**src/rtl/mux_select_bank_pkg.sv**
```systemverilog
// Shared word and array types for the word-select bank.
// Also holds the fixed geometry constants for the mux trees.
package mux_select_bank_pkg;

   localparam int WORD_W_DEFAULT = 32;
   localparam int NUM_WORDS      = 32;
   localparam int TREE_LEAVES    = 16;
   localparam int TREE_NODES     = 2 * TREE_LEAVES - 1;

   typedef logic [WORD_W_DEFAULT-1:0] word_t;
   typedef word_t word_array_t [NUM_WORDS];

endpackage

```
**src/rtl/mux_select_bank_mux2_cell.sv**
```systemverilog
// N-bit 2:1 multiplexer primitive: b when sel is high, a otherwise.
module mux2_cell #(
   parameter int N = 32
) (
   input  logic [N-1:0] a,
   input  logic [N-1:0] b,
   input  logic         sel,
   output logic [N-1:0] y
);

   assign y = sel ? b : a;

endmodule

```
**src/rtl/mux_select_bank.sv**
```systemverilog
// 2:1, 16:1 and 32:1 word selects over a shared 32-word array,
// with combinational outputs plus asynchronously reset registered copies.
module mux_select_bank
   import mux_select_bank_pkg::*;
#(
   parameter int N = WORD_W_DEFAULT
) (
   input  logic         clk,
   input  logic         rst_n,
   input  logic [N-1:0] d [NUM_WORDS],
   input  logic         sel1,
   input  logic [3:0]   sel4,
   input  logic [4:0]   sel5,
   output logic [N-1:0] y2,
   output logic [N-1:0] y16,
   output logic [N-1:0] y32,
   output logic [N-1:0] y2_q,
   output logic [N-1:0] y16_q,
   output logic [N-1:0] y32_q
);

   // Three independent 16-leaf trees in heap order: node 1 is the root,
   // nodes 16..31 are leaves. Tree 0 feeds y16; trees 1 and 2 feed y32.
   logic [N-1:0] node     [3][1:TREE_NODES];
   logic [3:0]   tree_sel [3];

   assign tree_sel[0] = sel4;
   assign tree_sel[1] = sel5[3:0];
   assign tree_sel[2] = sel5[3:0];

   generate
      for (genvar ti = 0; ti < 3; ti++) begin : g_tree
         localparam int BASE = (ti == 2) ? TREE_LEAVES : 0;

         for (genvar li = 0; li < TREE_LEAVES; li++) begin : g_leaf
            assign node[ti][TREE_LEAVES + li] = d[BASE + li];
         end

         // Depth of node gi is floor(log2(gi)); the deepest level uses sel bit 0.
         for (genvar gi = 1; gi < TREE_LEAVES; gi++) begin : g_node
            localparam int DEPTH = $clog2(gi + 1) - 1;
            localparam int SBIT  = 3 - DEPTH;

            mux2_cell #(.N(N)) u_cell (
               .a   (node[ti][2*gi]),
               .b   (node[ti][2*gi + 1]),
               .sel (tree_sel[ti][SBIT]),
               .y   (node[ti][gi])
            );
         end
      end
   endgenerate

   assign y16 = node[0][1];

   mux2_cell #(.N(N)) u_join32 (
      .a   (node[1][1]),
      .b   (node[2][1]),
      .sel (sel5[4]),
      .y   (y32)
   );

   mux2_cell #(.N(N)) u_mux2 (
      .a   (d[0]),
      .b   (d[1]),
      .sel (sel1),
      .y   (y2)
   );

   always_ff @(posedge clk or negedge rst_n) begin
      if (!rst_n) begin
         y2_q  <= '0;
         y16_q <= '0;
         y32_q <= '0;
      end else begin
         y2_q  <= y2;
         y16_q <= y16;
         y32_q <= y32;
      end
   end

endmodule

```
**config.mk**
```make
export PLATFORM = sky130hd
export DESIGN_NAME = mux_select_bank
export DESIGN_NICKNAME = d
export VERILOG_FILES = /design/src/rtl/mux_select_bank_pkg.sv /design/src/rtl/mux_select_bank_mux2_cell.sv /design/src/rtl/mux_select_bank.sv
export SDC_FILE = /design/constraint.sdc
export NUM_CORES = 1
export LEC_CHECK = 0
export ABC_AREA = 1
export BUFFER_PORTS_ARGS = -buffer_cell sky130_fd_sc_hd__buf_4
export CAP_MARGIN = 20
export CORE_AREA = 4 4 472 474
export DETAILED_ROUTE_END_ITERATION = 7
export DIE_AREA = 0 0 476 478
export PLACE_DENSITY = 0.3
export SETUP_SLACK_MARGIN = 0.1
export SYNTH_ARGS = -nofsm -noshare
export SYNTH_HDL_FRONTEND = slang
export SYNTH_SLANG_ARGS = --single-unit
```
**constraint.sdc**
```tcl
create_clock -name clk -period 2 [get_ports clk]
set_input_delay 0.4 -clock clk [delete_from_list [all_inputs] [get_ports clk]]
set_output_delay 0.4 -clock clk [all_outputs]
set_load 0.02 [all_outputs]
```
; Yosys cells after proc, flatten, opt, wreduce, memory -nomap -nowiden
; Cells that the tools add are included.
[totals]
out_inout_bits = 192
reg_bits = 96
elab_cells = 50
in_bits = 1036
[classes]
mux = 47
[op_table]
columns = operator, n
row1 = $mux 32, 47

; Depth between registers and ports, before layout
[depth]
depth_word = 5
mapped_depth = 12
mapped_depth_nobuf = 9

; Hierarchy
; A second synthesis with hierarchy kept.
[unflattened]
cells_unflattened = 4984
hier_area_um2 = 25513.2
[modules_own_cells]
columns = module, n_inst, cells_per_inst, area_per_inst_um2, seq_area_each_um2
row1 = mux2_cell, 47, 104, 491.7, 0.0
row2 = mux_select_bank, 1, 96, 2402.3, 2402.3

; Worst setup path before layout
; Ideal clock, no wire load.
[synth_timing]
kind = input port to output port
startpoint = input sel5[0]
endpoint = output y32[11]
arrival_ps = 1430
setup_slack_ps = 170
t_required_ps = 1600
stages = 12
path_cell_list = buf_6 -> inv_6 -> buf_6 -> buf_6 -> nand2_1 -> nand3_1 -> nand3_1 -> nand2_1 -> nand2_1 -> nand2_1 -> nand2_1 -> nand2_1
[synth_via]
elab_chain_cells = 5
word_cells_on_any_way = 31
[synth_rtl]
columns = element, line
row1 = start: declaration, mux_select_bank.sv:13  ; input logic [4:0] sel5,
row2 = $mux 32 (4 in a row), mux_select_bank_mux2_cell.sv:11  ; assign y = sel ? b : a;
row3 = $mux 32 (*), mux_select_bank_mux2_cell.sv:11
row4 = end: declaration, mux_select_bank.sv:16  ; output logic [N-1:0] y32,
; Mark *: on every way between the ends. The rest lies on a longest branch, timed or not.

; Worst setup path after layout
[layout_timing]
startpoint = input sel5[0]
endpoint = output y32[3]
; Same word-level chain as after synthesis.

==> flow_metrics.env <==
export IMPL_core_sq_mm=0.219
export IMPL_swShare=0.473
export IMPL_final_hold_violation_count=0
export IMPL_cpMostUsedCell="buf_16"
export IMPL_start_util=0.0854
export IMPL_muxShareOfSynthArea=0.0155
export IMPL_gp_congestion=0.885
export IMPL_hold_path_class="in2reg"
export IMPL_htree_levels=3
export IMPL_final_max_slew_violation_count=0
export IMPL_post_drt_wl_per_cell_microns=27.8
export IMPL_finalNetCount=6269
export IMPL_end_kind="output port"
export IMPL_antenna_left=0
export IMPL_worstPathRequired_ps=1600
export IMPL_rows=172
export IMPL_synth_seq_area_share=0.129
export IMPL_clockRootBuffer="clkbuf_16"
export IMPL_drtPass1Iterations=6
export IMPL_overflow=0
export IMPL_critPathMaxStageDelay_ps=160
export IMPL_seqPwrFrac=0.139
export IMPL_syn_nets=4702
export IMPL_cts_tree="built"
export IMPL_crit_chain="buf_16 > buf_16 > buf_16 > buf_4 > buf_6 > nand2_1 > nand3_1 > nand3_1 > nand2_2 > nand2_1 > buf_4 > nand2_4 > nand2_8 > nand2_4 > buf_6"
export IMPL_max_slew_margin=0.566
export IMPL_worstPathMaxFanout=7
export IMPL_cts_buffers=9
export IMPL_die_area_sq_mm=0.228
export IMPL_min_to="y2_q[26]"
export IMPL_synth_xor_area_share=0
export IMPL_maxCapViolations=0
export IMPL_yosysWarningCount=0
export IMPL_antenna_found_initial=54
export IMPL_syn_inst=3666
export IMPL_synth_compound_area_frac=0.125
export IMPL_outcome="finished, violations left"
export IMPL_synth_top_family_by_area="simple AND/OR/NAND/NOR gates"
export IMPL_setup_viol=57
export IMPL_ioPinCount=1228
export IMPL_cpMaxStageDelayCell="buf_16"
export IMPL_port_buffers=1227
export IMPL_die_w_microns=476
export IMPL_first_global_vias=32400
export IMPL_dp_slack_ps=-978
export IMPL_die_height_microns=478
export IMPL_rsz0062_at_grt="true"
export IMPL_p_clk_frac=0.139
export IMPL_drc=0
export IMPL_holdWs_ps=214
export IMPL_internal_power_uw=8370
export IMPL_hold_start="d[986]"
export IMPL_fin_crit_sh=1.25
export IMPL_clk_pin_slew_worst_paths_ps=120
export IMPL_grt_max_degree=49
export IMPL_avgSynthCellArea_sq_um=5.10
export IMPL_grt_first_pass_wirelength_mm=289
export IMPL_pwr_density_cell_mw_per_mm2=371
export IMPL_tightest_slew_ps=651
export IMPL_drive_gt1_frac=0.498
export IMPL_cts_buffer_depth=2
export IMPL_drtIter0Drc=2337
export IMPL_via_per_inst=4.04
export IMPL_final_core_util=0.195
export IMPL_p_sw_uw=7510
export IMPL_grtUsageTotal=0.185
export IMPL_failed_checks="negative setup slack"
export IMPL_place_area_sq_mm=0.0344
export IMPL_num_vias=32900
export IMPL_comb_power_share=0.722
export IMPL_arrival_ps=2100
export IMPL_dpl_hpwl_mm=181
export IMPL_ir_drop_v=0.000542
export IMPL_wirelength_mm=226
export IMPL_final_min_clock_period_ps=2500
export IMPL_fin_ws_ps=-500
export IMPL_hold_depth=3
export IMPL_tns_ps=-15320
export IMPL_final_area_sq_mm=0.0428
export IMPL_total_leakage_power_uw=0.0211
export IMPL_synth_adder_area_share=0
export IMPL_synthDistinctLibCells=19
export IMPL_clock_sinks=96
export IMPL_max_freq_ghz=0.400
export IMPL_start_kind="input port"
export IMPL_synth_seq_cells=96
export IMPL_syn_area_sq_mm=0.0187
export IMPL_synth_simple_gate_area_frac=0.577
export IMPL_area_growth_pct=129
export IMPL_critPathKind="in2out"
==> kinds of logic after synthesis <==
kind of cell / after synthesis
compound gates: 416
buf+inv: 562
flops: 96
mux: 29
simple gates: 2563
==> cell usage in the layout, fill, tap and decap left out, types with 8 or more instances in the layout <==
| master | synthesis | layout |
|---|---|---|
| diode_2 | 0 | 28 |
| buf_6 | 64 | 129 |
| nand2_8 | 0 | 15 |
| nand3_2 | 0 | 253 |
| nand2_2 | 0 | 245 |
| mux2i_1 | 29 | 27 |
| bufbuf_16 | 0 | 8 |
| a21oi_2 | 0 | 56 |
| buf_16 | 0 | 73 |
| buf_12 | 0 | 125 |
| nand3_1 | 931 | 664 |
| nand2_4 | 0 | 93 |
| dfrtp_1 | 96 | 96 |
| inv_1 | 231 | 227 |
| clkbuf_16 | 0 | 39 |
| nand2_1 | 1629 | 1276 |
| o21ai_1 | 8 | 96 |
| nand3_4 | 0 | 14 |
| o21ai_0 | 178 | 68 |
| o21ai_2 | 0 | 21 |
| a21oi_1 | 131 | 74 |
| buf_4 | 19 | 1473 |
| o211ai_1 | 99 | 99 |
| buf_8 | 1 | 42 |
==> final cells by class <==
type | count | area [sq um]
antenna | 28 | 70.1
clock buffer | 10 | 239
clock inverter | 6 | 57.6
fill | 25100 | 176000
inverter | 235 | 945
multi-input combinational | 3008 | 16700
sequential | 96 | 2400
tap | 2871 | 3590
timing repair buffer | 1881 | 18700
timing repair inverter | 2 | 46.3
==> state kept, by name, summed over array words and instances, names as in the netlist <==
| name | cells |
|---|---|
| y32_q | 32 |
| y2_q | 32 |
| y16_q | 32 |
==> worst max-delay path by stage <==
stage	cells after the start	endpoint	slack, ps	startpoint
after floorplan	12	y32[11]	170	sel5[0]
after global placement	13	y32[30]	-1020	sel5[0]
after detailed placement	13	y32[30]	-980	sel5[0]
after CTS	15	y32[30]	-590	sel5[0]
after global routing	16	y32[1]	-570	sel5[0]
final	15	y32[3]	-500	sel5[0]
==> critical path, delay by kind of cell <==
kind,cells,cell delay [ps]
buffers and inverters,7,940
AND/OR/NAND/NOR,8,680
==> layer usage <==
| metal | vias up | part of all wire | global-route usage |
|---|---|---|---|
| met1 | 15900 | 0.40 | 0.219 |
| met5 | - | 0.00056 | 0 |
| met2 | 1517 | 0.50 | 0.329 |
| li1 | 15200 | - | - |
| met4 | 20 | 0.034 | 0.0651 |
| met3 | 210 | 0.066 | 0.0356 |
==> stage by stage <==
step	cells	total power, uW
after global routing	8128	16800
after global placement	7893	11500
after floorplan	3666	5660
after detailed placement	7893	11500
final	8137	15900
after CTS	8060	15400
==> repair_timing <==
| action | 4_1_cts | 5_1_grt |
|---|---|---|
| hold endpoints to repair | 31 | 0 |
| endpoints found under the setup margin | 73 | 66 |
| gates resized for setup | 781 | 547 |
| setup buffers | 99 | 33 |
| hold buffers | 1 | 0 |
| cloned | 52 | 29 |
| pin swaps | 190 | 316 |
==> power groups by stage <==
stage	Clock (uW)	Sequential [uW]	Combinational, uW
2_1_floorplan	0	2520	3140
3_3_place_gp	0	2250	9260
3_5_place_dp	0	2250	9230
4_1_cts	2360	2210	10800
5_1_grt	2360	2230	12200
6_report	2210	2210	11500
==> cells in the mapped netlist <==
library cell | count | area (sq um)
nand2_1 | 1629 | 6110
nand3_1 | 931 | 4660
inv_1 | 231 | 867
o21ai_0 | 178 | 891
buf_2 | 161 | 806
a21oi_1 | 131 | 656
o211ai_1 | 99 | 743
dfrtp_1 | 96 | 2400
buf_6 | 64 | 721
clkbuf_1 | 50 | 188
buf_1 | 32 | 120
mux2i_1 | 29 | 290
buf_4 | 19 | 143
o21ai_1 | 8 | 40.0
nor2_1 | 3 | 11.3
inv_2 | 2 | 7.51
buf_8 | 1 | 15.0
clkinv_1 | 1 | 3.75
inv_6 | 1 | 8.76
Note: power is estimated with default switching activity, not from simulation.
